`src/rtl/fixed_to_float_pipe.sv`:
```
// Three-stage pipelined converter from signed fixed-point to IEEE-754 single.
// Valid/ready handshake on both sides; RNE rounding for inputs wider than 24 bits.
module fixed_to_float_pipe #(
    parameter int unsigned WIDTH     = 22,
    parameter int unsigned FRAC_BITS = 20
) (
    input  logic             clk,
    input  logic             rst,
    input  logic [WIDTH-1:0] fix_in,
    input  logic             in_valid,
    output logic             in_ready,
    output logic [31:0]      float_out,
    output logic             out_valid,
    input  logic             out_ready,
    output logic [1:0]       in_flight
);

    localparam int unsigned PW      = 5;
    localparam int          EXP_OFF = 127 - int'(FRAC_BITS);

    logic             s1_valid_q;
    logic             s1_sign_q;
    logic [WIDTH-1:0] s1_mag_q;
    logic             s2_valid_q;
    logic             s2_sign_q;
    logic [7:0]       s2_exp_q;
    logic [31:0]      s2_norm_q;
    logic             out_valid_q;
    logic [31:0]      float_q;

    logic             s3_en;
    logic             s2_move;
    logic             s1_move;
    logic             accept;
    logic [WIDTH-1:0] mag_d;
    logic [PW-1:0]    lead_p;
    logic [31:0]      norm_d;
    logic [7:0]       exp_d;
    logic             rnd;
    logic [23:0]      mant_r;
    logic             zero;
    logic [31:0]      result_d;

    // Each stage moves when its successor is empty or moving itself
    assign s3_en    = !out_valid_q || out_ready;
    assign s2_move  = s2_valid_q && s3_en;
    assign s1_move  = s1_valid_q && (!s2_valid_q || s2_move);
    assign in_ready = !s1_valid_q || s1_move;
    assign accept   = in_valid && in_ready;

    // Unsigned magnitude; the most negative input maps to 2^(WIDTH-1)
    assign mag_d = fix_in[WIDTH-1] ? -fix_in : fix_in;

    always_comb begin
        lead_p = '0;
        for (int unsigned i = 0; i < WIDTH; i++) begin
            if (s1_mag_q[i]) begin
                lead_p = PW'(i);
            end
        end
    end

    assign norm_d = 32'(s1_mag_q) << (PW'(31) - lead_p);
    assign exp_d  = 8'(EXP_OFF + int'(lead_p));

    // Normalised leading one is absent only for a zero magnitude
    assign zero     = !s2_norm_q[31];
    assign rnd      = s2_norm_q[7] && (s2_norm_q[8] || (|s2_norm_q[6:0]));
    assign mant_r   = {1'b0, s2_norm_q[30:8]} + 24'(rnd);
    assign result_d = zero ? 32'd0
                           : {s2_sign_q, s2_exp_q + 8'(mant_r[23]), mant_r[22:0]};

    always_ff @(posedge clk) begin
        if (rst) begin
            s1_valid_q  <= 1'b0;
            s1_sign_q   <= 1'b0;
            s1_mag_q    <= '0;
            s2_valid_q  <= 1'b0;
            s2_sign_q   <= 1'b0;
            s2_exp_q    <= '0;
            s2_norm_q   <= '0;
            out_valid_q <= 1'b0;
            float_q     <= '0;
        end else begin
            if (in_ready) begin
                s1_valid_q <= in_valid;
            end
            if (accept) begin
                s1_sign_q <= fix_in[WIDTH-1];
                s1_mag_q  <= mag_d;
            end
            if (!s2_valid_q || s2_move) begin
                s2_valid_q <= s1_valid_q;
            end
            if (s1_move) begin
                s2_sign_q <= s1_sign_q;
                s2_exp_q  <= exp_d;
                s2_norm_q <= norm_d;
            end
            if (s3_en) begin
                out_valid_q <= s2_valid_q;
            end
            if (s2_move) begin
                float_q <= result_d;
            end
        end
    end

    assign float_out = float_q;
    assign out_valid = out_valid_q;
    assign in_flight = 2'(s1_valid_q) + 2'(s2_valid_q) + 2'(out_valid_q);

endmodule
```
`config.mk`:
```
export PLATFORM = sky130hd
export DESIGN_NAME = fixed_to_float_pipe
export DESIGN_NICKNAME = d
export VERILOG_FILES = /design/src/rtl/fixed_to_float_pipe.sv
export SDC_FILE = /design/constraint.sdc
export NUM_CORES = 1
export LEC_CHECK = 0
export BUFFER_PORTS_ARGS = -buffer_cell sky130_fd_sc_hd__buf_2
export CELL_PAD_IN_SITES_DETAIL_PLACEMENT = 1
export CELL_PAD_IN_SITES_GLOBAL_PLACEMENT = 1
export CORE_ASPECT_RATIO = 0.8
export CORE_MARGIN = 4
export CORE_UTILIZATION = 47
export DETAILED_ROUTE_END_ITERATION = 10
export PLACE_DENSITY_LB_ADDON = 0.1
export SLEW_MARGIN = 20
export SYNTH_ARGS = -nofsm -noshare
export SYNTH_HDL_FRONTEND = slang
export SYNTH_SLANG_ARGS = --single-unit
export TNS_END_PERCENT = 10
```
`constraint.sdc`:
```
create_clock -name clk -period 3.9 [get_ports clk]
set_clock_uncertainty 0.1 [all_clocks]
set_input_delay 0.78 -clock clk [delete_from_list [all_inputs] [get_ports clk]]
set_output_delay 0.78 -clock clk [all_outputs]
set_load 0.005 [all_outputs]
```
* After elaboration in Yosys (flattened, before gate mapping)
Cells that the tools add are included.
** Operators by class
- Muxes and demuxes :: 23
- $add $sub $neg :: 7
- Reductions and logical operators :: 12
- Shift operators :: 1
** Operators by type and width (count)
- two-way mux 5 bit :: 20
- two-way mux 32 bit :: 1
- left shift 22 x 5 -> 32 bit :: 1
- adder 23 x 1 -> 24 bit :: 1
- two-way mux 22 bit :: 1
- negation 22 bit :: 1
- adder 7 x 5 -> 8 bit (first input constant) :: 1
- adder 8 x 1 -> 8 bit :: 1
- OR reduction 7 bit :: 1
- subtractor 5 bit (first input constant) :: 1
- logical AND 1 bit :: 4
- logical OR 1 bit :: 4
- logical NOT 1 bit :: 3
- adder 1 x 1 -> 2 bit :: 1
- adder 2 x 1 -> 2 bit :: 1
- two-way mux 1 bit :: 1
** Storage, ports and cells
- Output and inout port bits :: 36
- Logic and storage cells :: 52
- Register bits after elaboration :: 99

* Logic depth before layout (Yosys ltp)
Gate-level depths: netlist of the first run.
- Word-level depth :: 23
- Depth in mapped cells :: 13
- Depth with buffers taken out :: 13

* Least setup slack after synthesis of the first run
Ideal clock, no wire load.
- Path type :: input to register
- From :: in fix_in[4]
- To :: reg s1_mag_q[19]
- Cell stages on the path :: 8
- Data arrival time :: 2.769 ns
- Buffers on the path :: 0
- Data required time :: 3.714 ns
- Path slack :: 0.945 ns
- Cell sequence :: nor4_2 -> nand3_1 -> or3_1 -> or4_1 -> or3_4 -> o41ai_4 -> xor2_1 -> a211oi_1
** Between the ends
- Word-level cells in the longest chain between the ends :: 2
** Ends and longest elaborated chain
- start, declared :: RTL line 9 : input logic [WIDTH-1:0] fix_in,
- negation 22 bit :: RTL line 52 : assign mag_d = fix_in[WIDTH-1] ? -fix_in : fix_in;
- two-way mux 22 bit :: RTL line 52
- end signal, assigned :: RTL line 90 : s1_mag_q <= mag_d;
- end, declared :: RTL line 23 : logic [WIDTH-1:0] s1_mag_q;
No other way between the ends.
A chain may end at the register's enable or synchronous reset.

* Final worst setup path of the first run
- From :: reg s1_mag_q[5]
- To :: reg s2_norm_q[31]
** Between the ends
- Word-level cells in the longest chain between the ends :: 19
** Ends and longest elaborated chain
- two-way mux 5 bit (17 in a row) :: RTL line 57 : if (s1_mag_q[i]) begin
- subtractor 5 bit :: RTL line 63 : assign norm_d = 32'(s1_mag_q) << (PW'(31) - lead_p);
- left shift 22 x 5 -> 32 bit (*) :: RTL line 63
- end signal, assigned :: RTL line 98 : s2_norm_q <= norm_d;
- end, declared :: RTL line 27 : logic [31:0] s2_norm_q;
Mark *: on every way between the ends. The rest lies on a longest branch, timed or not.

==> run_results.csv, run 1 <==
group,metric,value,unit
place,gp_congestion,0.926,
synthesis,dominantRegCellSynth,"dfxtp_1",
global_routing,antenna_found_initial,0,
place,dp_cells,892,
place,dp_hpwl,13400,um
hold_path,hp-class,"flip-flop to flip-flop",
clock_network,post_cts_buffers,0,
cells_and_area,fill_cells,1456,
sta,rsz0062_at_grt,"no",
synthesis,synth_area_leaders,"dfxtp_1 35%, nor2_1 5.5%, nand2_1 5.3%, a21oi_1 4.6%, xnor2_1 3.8%",
sta,tightest_slew,923,ps
clock_network,cts_made_buffers,9,
setup_path,cp_max_fo,21,
cells_and_area,antenna_cells,0,
cells_and_area,layout.cells.non_filler,908,
sta,hold_violations,0,
global_routing,gr-usage-all-layers,0.258,
setup_path,cp.arrival,3480,ps
setup_path,cp-start-kind,"flip-flop",
sta,slew_violations,0,
outcome,outcome,"completed",
die,fp.dieH,107,um
die,start_util,0.488,
routing,vias_per_cell,6.12,
global_routing,grt_pass1_vias,5583,
routing,first_pass_iters,5,
power_and_ir_drop,peakVddDrop,0.000216,V
sta,setup_viol_count_final,0,
global_routing,grt_pass1_wl,29500,um
sta,slew_headroom,0.385,
clock_network,ctsHoldBuffers,0,
clock_network,cts.sinks,99,
setup_path,path_class,"flip-flop to flip-flop",
job,cap_violations,0,
die,pin_count,62,
routing,drt_wl_total,17800,um
place,place.port_buffers,61,
cells_and_area,seq_area,1980,um2
sta,fin_crit,3330,ps
cells_and_area,mostFrequentLayoutCell,"dfxtp_1",
cells_and_area,fin_util,0.546,
place,place_area,6080,um2
setup_path,worstPathRequired,4050,ps
routing,drtIter0Drc,458,
sta,fin_crit_sh,0.853,
clock_network,cts-root-buf,"clkbuf_16",
clock_network,h-tree-depth,3,
synthesis,syn_area_per_cell,7.92,um2
die,num_rows,35,
power_and_ir_drop,power_density,425,nW/um2
clock_network,clk_latency,350,ps
clock_network,cts_tree,"yes",
die,die-area,14000,um2
synthesis,ys_types,67,
routing,wl_per_cell,19.6,um
power_and_ir_drop,cellLeakagePower,2.43,nW
synthesis,yosys_warnings,0,
routing,num_vias,5558,
routing,drc,0,
global_routing,grt_max_degree,40,
synthesis,synthArstFlopShare,0,
cells_and_area,final_cell_mix,"99 x dfxtp_1, 84 x nor2_1, 80 x nand2_1",
setup_path,critPathCaptureType,"flip-flop",
cells_and_area,nets,787,
clock_network,clockBufferDepth,2,
clock_network,ctsResizeCount,0,
die,coreArea,11700,um2
synthesis,synthCells,721,
synthesis,synth_top_area_cell,"dfxtp_1",
cells_and_area,multi_input_area,3460,um2
routing,ant_nets,0,
synthesis,synth_seq_cells,99,
global_routing,overflow,0,
die,die_w,131,um
synthesis,synth_nets,753,
synthesis,seq_area_frac_synth,0.347,
sta,fmaxAchievable,300,MHz
synthesis,syn-cell-area,5710,um2
cells_and_area,final_area,6390,um2
sta,final.setup.tns,0,ps
cells_and_area,syn2layout_area_growth,11.9,%
clock_network,clkTransAtPathRegs,80,ps
cells_and_area,final_layout_size_suffix_gt1_frac,0.150,
synthesis,synth_edf_count,0,
synthesis,synth_top_area_frac,0.347,
-- final timing paths --
path | from | to | slack [ps] | cells after the start
hold reg to reg | float_out[17] | float_out[17] | 350 | 2
setup / recovery | s1_mag_q[5] | s2_norm_q[31] | 570 | 9
setup reg to reg | s1_mag_q[5] | s2_norm_q[31] | 570 | 9
hold / removal | float_out[17] | float_out[17] | 350 | 2
-- through the flow --
step	power, mW	hold slack, ps	worst slack, ps
CTS	2.72	356	659
finish	2.71	350	572
global placement	1.78	331	639
detailed placement	1.80	338	564
global route	2.85	388	334
floorplan	1.60	320	945
-- kinds of logic after synthesis --
kind of cell	count (synthesis)	synth area share
xor+xnor	47	0.0721
fa+ha+maj	6	0.0145
compound gates	203	0.239
buf+inv	65	0.0480
flops	99	0.347
mux	24	0.0436
simple gates	277	0.236
-- sequential cells by signal, indices dropped and copies added, names as in the netlist --
signal	flops
float_out	32
out_valid	1
s1_mag_q	22
s1_sign_q	1
s1_valid_q	1
s2_exp_q	8
s2_norm_q	32
s2_sign_q	1
s2_valid_q	1
-- worst max-delay path: stages (launching register included) --
cell      delay [ps]
dfxtp_1          530
inv_1            130
a221oi_1         560
o21ai_1          200
a21oi_2          240
inv_2            150
buf_4            240
o21ai_0          520
mux2i_1          240
a311oi_1         310
-- synthesized netlist by cell type (6+ instances only) --
library cell / number
nor2_1: 84
a22oi_1: 23
dfxtp_1: 99
clkbuf_1: 34
a211oi_1: 29
mux2i_1: 17
mux2_2: 6
nor3_1: 10
xor2_1: 22
xnor2_1: 25
buf_2: 11
nor4_1: 6
o31ai_1: 9
nand2b_1: 11
nor2b_1: 6
o21ai_0: 31
o211ai_1: 8
inv_1: 12
nand2_1: 80
and2_1: 13
a21oi_1: 53
nand3_1: 28
and3_1: 6
-- report_power, final --
| part | switching, mW | total [mW] | internal (mW) |
|---|---|---|---|
| combinational | 0.422 | 0.663 | 0.241 |
| clock | 0.461 | 0.920 | 0.459 |
| sequential | 0.0773 | 1.13 | 1.05 |
-- final cells by class --
cell class | count | share of cell area
Tap cell | 148 | 0.0290
Multi-Input combinational cell | 557 | 0.541
Inverter | 13 | 0.00764
Clock inverter | 7 | 0.0125
Timing Repair Buffer | 75 | 0.0642
Sequential cell | 99 | 0.310
Clock buffer | 9 | 0.0352
-- per-layer routing --
| metal | GRT usage | routed length, um | vias to the layer above | share of wire |
|---|---|---|---|---|
| met2 | 0.404 | 7740 | 159 | 0.43 |
| met3 | 0.0502 | 1080 | 21 | 0.061 |
| li1 | - | - | 2662 | - |
| met5 | 0 | 0 | - | 0 |
| met4 | 0.0517 | 204 | 0 | 0.011 |
| met1 | 0.372 | 8790 | 2716 | 0.49 |
(Power assumes the default switching activity.)
==> run 2, diff against run 1 <==
ABC_AREA = 1   (was unset)
CORE_UTILIZATION = 45   (was 47)
TNS_END_PERCENT = 1   (was 10)
==> run 2 against run 1 <==
Synthesized area fell by 0.92%. Sequential share of layout area is 0.64 points lower. Register-to-register slack got worse by 410 ps. Die area increased by 3.2%. Setup slack got worse by 410 ps. Combinational power up 0.9%. Critical path depth grew 16. Critical endpoint is now float_out[30]. Largest power group unchanged.
==> run_results.csv, run 2 <==
group,metric,value,unit
setup_path,cp_common_cell,"nor2_4",
global_routing,gr-usage-all-layers,0.261,
cells_and_area,fill_cells,1675,
hold_path,hp-class,"flip-flop to flip-flop",
routing,drt_wl_total,18700,um
die,num_rows,36,
power_and_ir_drop,peakVddDrop,0.000253,V
place,gp_congestion,0.882,
sta,fin_crit_sh,0.958,
routing,drc,0,
sta,fin_crit,3740,ps
cells_and_area,final_cell_mix,"209 x nand2_1, 124 x nand3_1, 97 x dfxtp_1",
synthesis,synthArstFlopShare,0,
die,die-area,14400,um2
die,fp.dieH,108,um
routing,num_vias,5991,
clock_network,cts.sinks,99,
clock_network,clk_latency,350,ps
job,cap_violations,0,
place,place.port_buffers,61,
routing,wl_per_cell,17.0,um
cells_and_area,nets,957,
synthesis,syn_area_per_cell,6.46,um2
cells_and_area,multi_input_area,3210,um2
setup_path,critPathTopFamily,"simple AND/OR/NAND/NOR gates",
synthesis,ys_types,43,
clock_network,ctsHoldBuffers,0,
setup_path,cp-start-kind,"flip-flop",
cells_and_area,fin_util,0.533,
synthesis,synth_top_area_frac,0.350,
clock_network,clkTransAtPathRegs,70,ps
place,dp_hpwl,13600,um
cells_and_area,seq_area,1980,um2
synthesis,synthCells,876,
setup_path,cp_slowest_cell,"dfxtp_1",
setup_path,cpPeakStageDelay,460,ps
synthesis,syn-cell-area,5660,um2
die,start_util,0.462,
power_and_ir_drop,cellLeakagePower,2.94,nW
global_routing,grt_pass1_wl,30500,um
setup_path,ff2ff_setup_slack,160,ps
setup_path,cp_max_fo,4,
global_routing,grt_max_degree,73,
sta,slew_headroom,0.343,
synthesis,synth_common_cells,"214 x nand2_1, 124 x nand3_1, 99 x dfxtp_1, 91 x a21oi_1, 89 x inv_1",
setup_path,worstPathRequired,4010,ps
place,place_area,6100,um2
sta,hold_violations,0,
sta,fmaxAchievable,268,MHz
power_and_ir_drop,power_density,416,nW/um2
sta,tightest_slew,984,ps
setup_path,path_class,"flip-flop to flip-flop",
clock_network,cts_made_buffers,9,
cells_and_area,final_area,6530,um2
clock_network,cts-root-buf,"clkbuf_16",
setup_path,cp.arrival,3850,ps
synthesis,synth_area_leaders,"dfxtp_1 35%, nand2_1 14%, nand3_1 11%, a21oi_1 8.1%, inv_1 5.9%",
setup_path,r2r-end,"float_out[30]",
global_routing,antenna_found_initial,0,
setup_path,endpoint,"float_out[30]",
synthesis,dominantRegCellSynth,"dfxtp_1",
global_routing,overflow,0,
setup_path,crit_buf_inv,1,
power_and_ir_drop,totalPowerFinal,2.72,mW
sta,slew_violations,0,
setup_path,crit_cells,25,
synthesis,synth_top_area_cell,"dfxtp_1",
setup_path,critPathCaptureType,"flip-flop",
clock_network,cts_tree,"yes",
cells_and_area,syn2layout_area_growth,15.5,%
synthesis,synth_most_common_cell,"nand2_1",
routing,ant_nets,0,
sta,setup_viol_count_final,0,
die,pin_count,62,
setup_path,r2r-start,"s2_norm_q[10]",
routing,drtIter0Drc,278,
synthesis,synth_nets,908,
setup_path,r2r_cells,25,
clock_network,h-tree-depth,3,
place,dp_slack,148,ps
outcome,outcome,"completed",
die,coreArea,12300,um2
setup_path,cp-startpoint,"s2_norm_q[10]",
clock_network,clockBufferDepth,2,
cells_and_area,antenna_cells,0,
synthesis,seq_area_frac_synth,0.350,
routing,first_pass_iters,5,
die,die_w,133,um
global_routing,grt_pass1_vias,6164,
synthesis,synth_edf_count,0,
synthesis,yosys_warnings,0,
sta,whs,349,ps
synthesis,synth_seq_cells,99,
cells_and_area,mostFrequentLayoutCell,"nand2_1",
sta,setup_ws,162,ps
cells_and_area,final_layout_size_suffix_gt1_frac,0.148,
routing,vias_per_cell,5.44,
[run 2: changes by cell type in the layout (fill, tap and decap cells not counted), moves of 22 or more]
cell / before / now
nand3_1: 28 / 124
a211oi_1: 29 / 1
a21oi_1: 53 / 91
xnor2_1: 25 / 3
nand2_1: 80 / 209
nor2_1: 84 / 56
inv_1: 12 / 89
[run 2: layer usage]
metal  global-route usage  wire length [um]  vias to the layer above
met4               0.0580               214                        0
met3               0.0414               603                       19
met1                0.351              8930                     2899
li1                     -                 -                     2984
met2                0.446              8990                       89
met5                    0                 0                        -
[run 2: final cells by class]
type,count,share of cell area
clock buffers,11,0.0372
well taps,171,0.0327
clock inverters,5,0.00996
inverters,96,0.0552
repair buffers,81,0.0697
multi-input cells,638,0.492
flip-flops and latches,99,0.304
[run 2: cell families (layout without fill, tap and decap cells)]
| kind of cell | count (synthesis) | in the layout | synth area share |
|---|---|---|---|
| AO/OA/AOI/OAI | 164 | 164 | 0.159 |
| XOR/XNOR | 20 | 20 | 0.0310 |
| adder cells (fa/ha/maj) | 6 | 6 | 0.0146 |
| buffers and inverters | 139 | 193 | 0.0947 |
| flip-flops | 99 | 99 | 0.350 |
| AND/OR/NAND/NOR | 448 | 448 | 0.350 |
[run 2: how the worst min path moves through the flow]
stage	cells past startpoint	startpoint	to
3_3_place_gp	2	s2_norm_q[6]	s2_norm_q[6]
3_5_place_dp	2	s2_norm_q[5]	s2_norm_q[5]
2_1_floorplan	2	s2_norm_q[5]	s2_norm_q[5]
5_1_grt	2	s2_norm_q[2]	s2_norm_q[2]
6_report	2	s2_norm_q[4]	s2_norm_q[4]
4_1_cts	2	s2_norm_q[5]	s2_norm_q[5]
[run 2: timing repair]
item,CTS,global route
resized for setup,0,20
setup buffers,0,7
endpoints found under the setup margin,0,4
[run 2: metrics by stage]
step / setup TNS [ps] / instances
floorplan: 0 / 876
global placement: 0 / 1078
detailed placement: 0 / 1078
CTS: 0 / 1094
global route: -162 / 1101
finish: 0 / 1101
[run 2: power by group]
part           switching [mW]  leakage, nW  internal [mW]
logic                   0.468         1.98          0.201
clock network           0.420        0.151          0.524
registers              0.0492        0.809           1.06
[run 2: worst reg2reg max path, cell delays in order (launching register included)]
cell and delay, ps:
dfxtp_1 460, nand3_4 120, nor2_4 130, nand2_2 80
nor2_4 160, nand4_4 110, nor2_4 140, nand4_1 140
nor2_2 180, nand2_2 100, nor2_4 100, nand2_2 80
nor2_4 120, nand2_2 70, nor2_4 120, nand2_2 80
nor2_2 110, ha_2 190, nand3_1 100, nor2_1 120
inv_1 90, nor3_2 200, nand2_1 100, xor2_1 170
a2bb2oi_1 190, nor2_1 60
